File: src/rtl/uart_pkg.sv
// uart_pkg: shared widths and helpers for the UART receive buffer
package uart_pkg;
  localparam int UART_DATA_W = 8;
  localparam int UART_ENTRY_W = 9;
  function automatic int clog2(input int n);
    int r = 0;
    for (int i = 0; i < 31; i++) if ((1 << i) < n) r = i + 1;
    return r;
  endfunction
endpackage

File: src/rtl/uart_rx_fifo_if.sv
// uart_rx_fifo_if: Rx-stage capture, host read and status signals of the receive buffer
interface uart_rx_fifo_if import uart_pkg::*; #(parameter int ADDR_W = 4);
  logic [UART_DATA_W-1:0] i_rx_d;
  logic                   i_rx_complete;
  logic                   i_rx_error;
  logic [UART_DATA_W-1:0] o_data;
  logic                   o_err;
  logic                   o_valid;
  logic                   i_ready;
  logic [ADDR_W:0]        o_count;
  logic                   o_full;
  logic                   o_empty;
  logic                   o_overrun;
  logic                   i_clr_overrun;
  logic [7:0]             o_err_cnt;
  modport master (
    output i_rx_d, i_rx_complete, i_rx_error, i_ready, i_clr_overrun,
    input  o_data, o_err, o_valid, o_count, o_full, o_empty, o_overrun, o_err_cnt
  );
  modport slave (
    input  i_rx_d, i_rx_complete, i_rx_error, i_ready, i_clr_overrun,
    output o_data, o_err, o_valid, o_count, o_full, o_empty, o_overrun, o_err_cnt
  );
endinterface

File: src/rtl/uart_fifo_core.sv
// uart_fifo_core: generic synchronous first-word-fall-through FIFO, count-based full/empty
module uart_fifo_core import uart_pkg::*; #(
  parameter int WIDTH = UART_ENTRY_W,
  parameter int DEPTH = 16,
  localparam int AW = clog2(DEPTH)
) (
  input  logic             clk,
  input  logic             rst,
  input  logic             push,
  input  logic             pop,
  input  logic [WIDTH-1:0] din,
  output logic [WIDTH-1:0] dout,
  output logic [AW:0]      count,
  output logic             full,
  output logic             empty
);
  logic [WIDTH-1:0] mem [DEPTH];
  logic [AW-1:0] rd_ptr, wr_ptr;
  logic do_push, do_pop;
  assign do_pop = pop & ~empty;
  assign do_push = push & (~full | do_pop);
  assign full = count == (AW+1)'(DEPTH);
  assign empty = count == '0;
  assign dout = empty ? '0 : mem[rd_ptr];
  // storage write; contents are never cleared
  always_ff @(posedge clk)
    if (do_push) mem[wr_ptr] <= din;
  // pointers wrap naturally at DEPTH; count moves only on push-only or pop-only
  always_ff @(posedge clk)
    if (rst) begin
      rd_ptr <= '0;
      wr_ptr <= '0;
      count <= '0;
    end else begin
      if (do_push) wr_ptr <= wr_ptr + 1'b1;
      if (do_pop) rd_ptr <= rd_ptr + 1'b1;
      count <= count + (AW+1)'(do_push) - (AW+1)'(do_pop);
    end
endmodule

File: src/rtl/uart_rx_fifo.sv
// uart_rx_fifo: tagged receive byte buffer with sticky overrun and saturating error count
module uart_rx_fifo import uart_pkg::*; #(
  parameter int DEPTH = 16,
  parameter int ADDR_W = clog2(DEPTH),
  parameter int STORE_ERR = 1
) (
  input logic clk,
  input logic rst,
  uart_rx_fifo_if.slave bus
);
  logic [UART_ENTRY_W-1:0] dout;
  logic push_req, pop, full, empty, overrun;
  logic [7:0] err_cnt;
  assign push_req = bus.i_rx_complete | (bus.i_rx_error & (STORE_ERR != 0));
  assign pop = ~empty & bus.i_ready;
  uart_fifo_core #(.WIDTH(UART_ENTRY_W), .DEPTH(DEPTH)) core (
    .clk(clk), .rst(rst), .push(push_req), .pop(pop),
    .din({bus.i_rx_error, bus.i_rx_d}), .dout(dout),
    .count(bus.o_count), .full(full), .empty(empty)
  );
  assign bus.o_data = dout[UART_DATA_W-1:0];
  assign bus.o_err = dout[UART_DATA_W];
  assign bus.o_valid = ~empty;
  assign bus.o_full = full;
  assign bus.o_empty = empty;
  assign bus.o_overrun = overrun;
  assign bus.o_err_cnt = err_cnt;
  // a drop at full without a pop sets the flag, winning over a simultaneous clear
  always_ff @(posedge clk)
    if (rst) overrun <= 1'b0;
    else if (push_req & full & ~pop) overrun <= 1'b1;
    else if (bus.i_clr_overrun) overrun <= 1'b0;
  // every error pulse counts, stored or not, saturating at 8'hFF
  always_ff @(posedge clk)
    if (rst) err_cnt <= '0;
    else err_cnt <= err_cnt + 8'(bus.i_rx_error & ~&err_cnt);
endmodule

File: src/flat_wrapper.sv
// flat-port wrapper written by rule: the top's interface ports become plain ports
module uart_rx_fifo_flat import uart_pkg::*;
#(
  parameter int DEPTH = 16,
  parameter int ADDR_W = clog2(DEPTH),
  parameter int STORE_ERR = 1
)
  (clk, rst, bus_i_rx_d, bus_i_rx_complete, bus_i_rx_error, bus_i_ready, bus_i_clr_overrun, bus_o_data, bus_o_err, bus_o_valid, bus_o_count, bus_o_full, bus_o_empty, bus_o_overrun, bus_o_err_cnt);
  uart_rx_fifo_if #(.ADDR_W(ADDR_W)) bus_i ();
  input logic clk;
  input logic rst;
  input wire logic [$bits(bus_i.i_rx_d)-1:0] bus_i_rx_d;
  input wire logic [$bits(bus_i.i_rx_complete)-1:0] bus_i_rx_complete;
  input wire logic [$bits(bus_i.i_rx_error)-1:0] bus_i_rx_error;
  input wire logic [$bits(bus_i.i_ready)-1:0] bus_i_ready;
  input wire logic [$bits(bus_i.i_clr_overrun)-1:0] bus_i_clr_overrun;
  output wire logic [$bits(bus_i.o_data)-1:0] bus_o_data;
  output wire logic [$bits(bus_i.o_err)-1:0] bus_o_err;
  output wire logic [$bits(bus_i.o_valid)-1:0] bus_o_valid;
  output wire logic [$bits(bus_i.o_count)-1:0] bus_o_count;
  output wire logic [$bits(bus_i.o_full)-1:0] bus_o_full;
  output wire logic [$bits(bus_i.o_empty)-1:0] bus_o_empty;
  output wire logic [$bits(bus_i.o_overrun)-1:0] bus_o_overrun;
  output wire logic [$bits(bus_i.o_err_cnt)-1:0] bus_o_err_cnt;
  assign bus_i.i_rx_d = bus_i_rx_d;
  assign bus_i.i_rx_complete = bus_i_rx_complete;
  assign bus_i.i_rx_error = bus_i_rx_error;
  assign bus_i.i_ready = bus_i_ready;
  assign bus_i.i_clr_overrun = bus_i_clr_overrun;
  assign bus_o_data = bus_i.o_data;
  assign bus_o_err = bus_i.o_err;
  assign bus_o_valid = bus_i.o_valid;
  assign bus_o_count = bus_i.o_count;
  assign bus_o_full = bus_i.o_full;
  assign bus_o_empty = bus_i.o_empty;
  assign bus_o_overrun = bus_i.o_overrun;
  assign bus_o_err_cnt = bus_i.o_err_cnt;
  uart_rx_fifo #(.DEPTH(DEPTH), .ADDR_W(ADDR_W), .STORE_ERR(STORE_ERR)) u_core (.clk(clk), .rst(rst), .bus(bus_i));
endmodule
File: config.mk
export PLATFORM = sky130hd
export DESIGN_NAME = uart_rx_fifo_flat
export DESIGN_NICKNAME = d
export VERILOG_FILES = /design/src/rtl/uart_pkg.sv /design/src/rtl/uart_rx_fifo_if.sv /design/src/rtl/uart_fifo_core.sv /design/src/rtl/uart_rx_fifo.sv /design/src/flat_wrapper.sv
export SDC_FILE = /design/constraint.sdc
export NUM_CORES = 1
export LEC_CHECK = 0
export ABC_CLOCK_PERIOD_IN_PS = 4150
export CELL_PAD_IN_SITES_DETAIL_PLACEMENT = 2
export CELL_PAD_IN_SITES_GLOBAL_PLACEMENT = 2
export CORE_ASPECT_RATIO = 0.6
export CORE_MARGIN = 2
export CORE_UTILIZATION = 33
export DETAILED_ROUTE_END_ITERATION = 8
export PLACE_DENSITY = 0.66
export SETUP_SLACK_MARGIN = 0.1
export SLEW_MARGIN = 30
export SYNTH_ARGS = -nofsm -noshare
export SYNTH_HDL_FRONTEND = slang
export SYNTH_SLANG_ARGS = --single-unit
File: constraint.sdc
create_clock -name clk -period 4.15 [get_ports clk]
set_input_delay 0.6225 -clock clk [delete_from_list [all_inputs] [get_ports clk]]
set_output_delay 0.6225 -clock clk [all_outputs]
set_load 0.02 [all_outputs]
==> results.yml <==
timing:
  relSlewSlack_pct: 50.79
  period_needed_ns: 3.613
  fin_skew_ns: 0.01111
  hold_viol: 0
  tns_ns: 0
  post-route-period-util_pct: 87.05
  setup_violations: 0
  grt_setup_unrepaired: "false"
  fmax_ghz: 0.2768
  hold_ws_ns: 0.5228
  final_max_slew_viol_count: 0
  worst_pin_slew_ns: 0.7382
worst_setup_path:
  cp.depth: 5
  end_kind: "output port"
  cp_num_buf_inv: 2
  worstRegToRegCells: 15
  critPathTopFamily: "buffers and inverters"
  rr_endpoint: "u_core.core.count[4]"
  cp_max_fo: 16
  crit_chain: "buf_4 -> mux4_2 -> mux2i_1 -> a21oi_1 -> clkdlybuf4s50_1"
  path_class: "reg2out"
  reg2reg_slack_ns: 1.06
  cp.arrival_ns: 2.99
  startpoint_type: "register"
  crit_required_ns: 3.53
  critPathSlowestCell: "dfxtp_2"
  max_stage_delay_ns: 0.74
  critPathCapture: "bus_o_data[2]"
  r2r-start: "u_core.core.count[2]"
die:
  fp.dieW_um: 190.5
  start_util_pct: 34.08
  dieArea_um2: 22090
  core_um2: 20220
  io_pins: 40
  rows: 40
  die-height_um: 115.9
yosys:
  ys_warn_count: 0
  synth_seq_cells: 170
  ys_types: 38
  synthTopCellsByArea: "edfxtp_1 63%, mux4_2 8.5%, dfxtp_1 7.6%"
  synth_area_um2: 6890
  syn_avg_cell_area_um2: 17.99
  synth_nets: 411
  netlist.area_leader.share_pct: 62.76
  synth_cells: 383
  ys_seq_area_share_pct: 70.31
  yosysTopAreaCell: "edfxtp_1"
grt:
  grt_pass1_vias: 4045
  grt_max_degree: 28
  track_usage_pct: 16.14
  antenna_found_initial: 0
  grt_overflow_total: 0
  grt_pass1_wl_um: 25200
final_layout:
  final_core_util_pct: 40.35
  drive_above_1_share_pct: 18.85
  n_fill_cell: 1946
  syn2layout_area_growth_pct: 18.41
  fin_nets: 466
  n_antenna_cell: 0
clocking:
  ctsRootBufferMaster: "clkbuf_16"
  cts_tree: "done"
  post_cts_buffers: 0
  clock-sinks: 170
  clock_latency_ns: 0.44
  cts.htree.levels: 4
  clockBufferDepth: 2
  cts_made_buffers: 17
  hold_buffers: 0
  cts_resized: 0
  clk_pin_slew_ns: 0.07
power:
  p_total_w: 0.004907
  power.leakage_nw: 2.668
  power_density_nw_per_um2: 601.4
  vdd_drop_max_mv: 0.3171
detailed_routing:
  dr.pass1.iters: 4
  route.detailed.drc: 0
  drt_first_iter_violations: 272
  antenna_left: 0
  drt_wl_total_um: 16410
  via_per_inst: 4.977
  vias: 3603
  wl_per_cell_um: 22.66
place:
  place.gp.congestion: 0.7423
  port_buffers: 39
  dpl.hpwl_um: 10720
hold_path:
  hp-class: "reg2reg"
  worstHoldStart: "u_core.core.rd_ptr[1]"
flow_run:
  drv_cap: 0
run_status:
  status: "complete, no violations"
==> cells in the mapped netlist <==
library cell	count
a21o_1	1
a21oi_1	16
and2_1	4
and3_1	6
buf_12	1
buf_2	3
buf_4	4
buf_6	4
clkbuf_1	5
clkbuf_4	2
dfxtp_1	26
edfxtp_1	144
fa_1	1
ha_1	13
inv_1	12
mux2_2	9
mux2i_1	10
mux4_1	10
mux4_2	26
nand2_1	8
nand2b_1	1
nand3_1	12
nand4_1	1
nand4bb_1	1
nor2_1	19
nor2b_1	5
nor3_1	6
nor3b_1	1
o21a_1	1
o21ai_0	8
o21ai_1	5
o21bai_1	1
o221ai_1	1
o22ai_1	1
or3_1	3
or4b_1	1
xnor2_1	3
xor2_1	8
==> tightest hold or removal path, delay by kind of cell, from the launching register on <==
kind             cells  cell delay (ns)
AO/OA/AOI/OAI        1             0.09
AND/OR/NAND/NOR      1             0.06
flip-flops           1             0.32
==> state kept, by name (all words and copies together), names as in the netlist, named ones only <==
| signal | flops |
|---|---|
| u_core.core.mem | 144 |
| u_core.bus.o_err_cnt | 8 |
| u_core.core.count | 5 |
| u_core.core.rd_ptr | 4 |
| u_core.core.wr_ptr | 4 |
| u_core.bus.o_overrun | 1 |
==> per-stage QoR <==
step,setup slack (ns),area [µm²],instances
6_report,0.5374,8159,724
3_5_place_dp,0.9106,7601,692
4_1_cts,0.4251,8164,724
5_1_grt,0.3656,8159,724
3_3_place_gp,0.9795,7601,692
2_1_floorplan,1.393,6890,383
==> worst min path at each step <==
stage | end | slack, ns | cells after the start
after global routing | u_core.bus.o_overrun | 0.55 | 2
after floorplan | register | 0.46 | 2
after CTS | u_core.bus.o_overrun | 0.53 | 2
after detailed placement | u_core.bus.o_overrun | 0.51 | 2
after global placement | u_core.bus.o_overrun | 0.49 | 2
final | register | 0.52 | 2
==> routing by layer <==
metal / GRT usage, % / wire length, µm
met1: 21.81 / 8072
met2: 26.16 / 7713
met3: 3.543 / 430
met4: 5.323 / 193
met5: 0 / 0
==> cells by family after synthesis <==
logic type                 after synthesis  synth area share (%)
muxes                                   55                 15.24
AOI/OAI and AO/OA                       34                 2.651
DFF                                    170                 70.31
adders and majority gates               14                 2.651
buffers and inverters                   31                 2.742
xor gates and xnor gates                11                 1.398
and+or+nand+nor                         68                 5.012
==> final cells by class <==
cell class / instances / area (µm²) / area share [%]
Inverter: 12 / 45.04 / 0.5521
Clock buffer: 18 / 429.2 / 5.260
Timing Repair Buffer: 55 / 505.5 / 6.195
Tap cell: 273 / 341.6 / 4.186
Multi-Input combinational cell: 182 / 1857 / 22.76
Clock inverter: 14 / 133.9 / 1.641
Sequential cell: 170 / 4847 / 59.41
==> layout by cell type (no fill, tap or decap), types with 2 or more instances in the layout <==
master / synthesis / routed
ha_1: 13 / 13
and3_1: 6 / 6
dfxtp_1: 26 / 24
clkinv_4: 0 / 4
or3_1: 3 / 3
clkbuf_16: 0 / 17
buf_4: 4 / 16
inv_8: 0 / 4
mux4_2: 26 / 26
nor3_1: 6 / 6
inv_1: 12 / 12
mux2_2: 9 / 9
inv_6: 0 / 2
o21ai_1: 5 / 5
nand2_1: 8 / 8
clkinvlp_4: 0 / 2
edfxtp_1: 144 / 144
nand3_1: 12 / 12
o21ai_0: 8 / 8
clkdlybuf4s50_1: 0 / 38
dfxtp_2: 0 / 2
mux2i_1: 10 / 10
nor2_1: 19 / 19
xnor2_1: 3 / 3
and2_1: 4 / 4
nor2b_1: 5 / 5
xor2_1: 8 / 8
mux4_1: 10 / 10
a21oi_1: 16 / 16
==> power by group <==
part	switching (W)	internal [W]	leakage, nW
registers	0.000135	0.00197	1.52
clock network	0.000732	0.000792	0.272
logic	0.000650	0.000622	0.879
total	0.00152	0.00339	2.67
(Power assumes the default switching activity.)
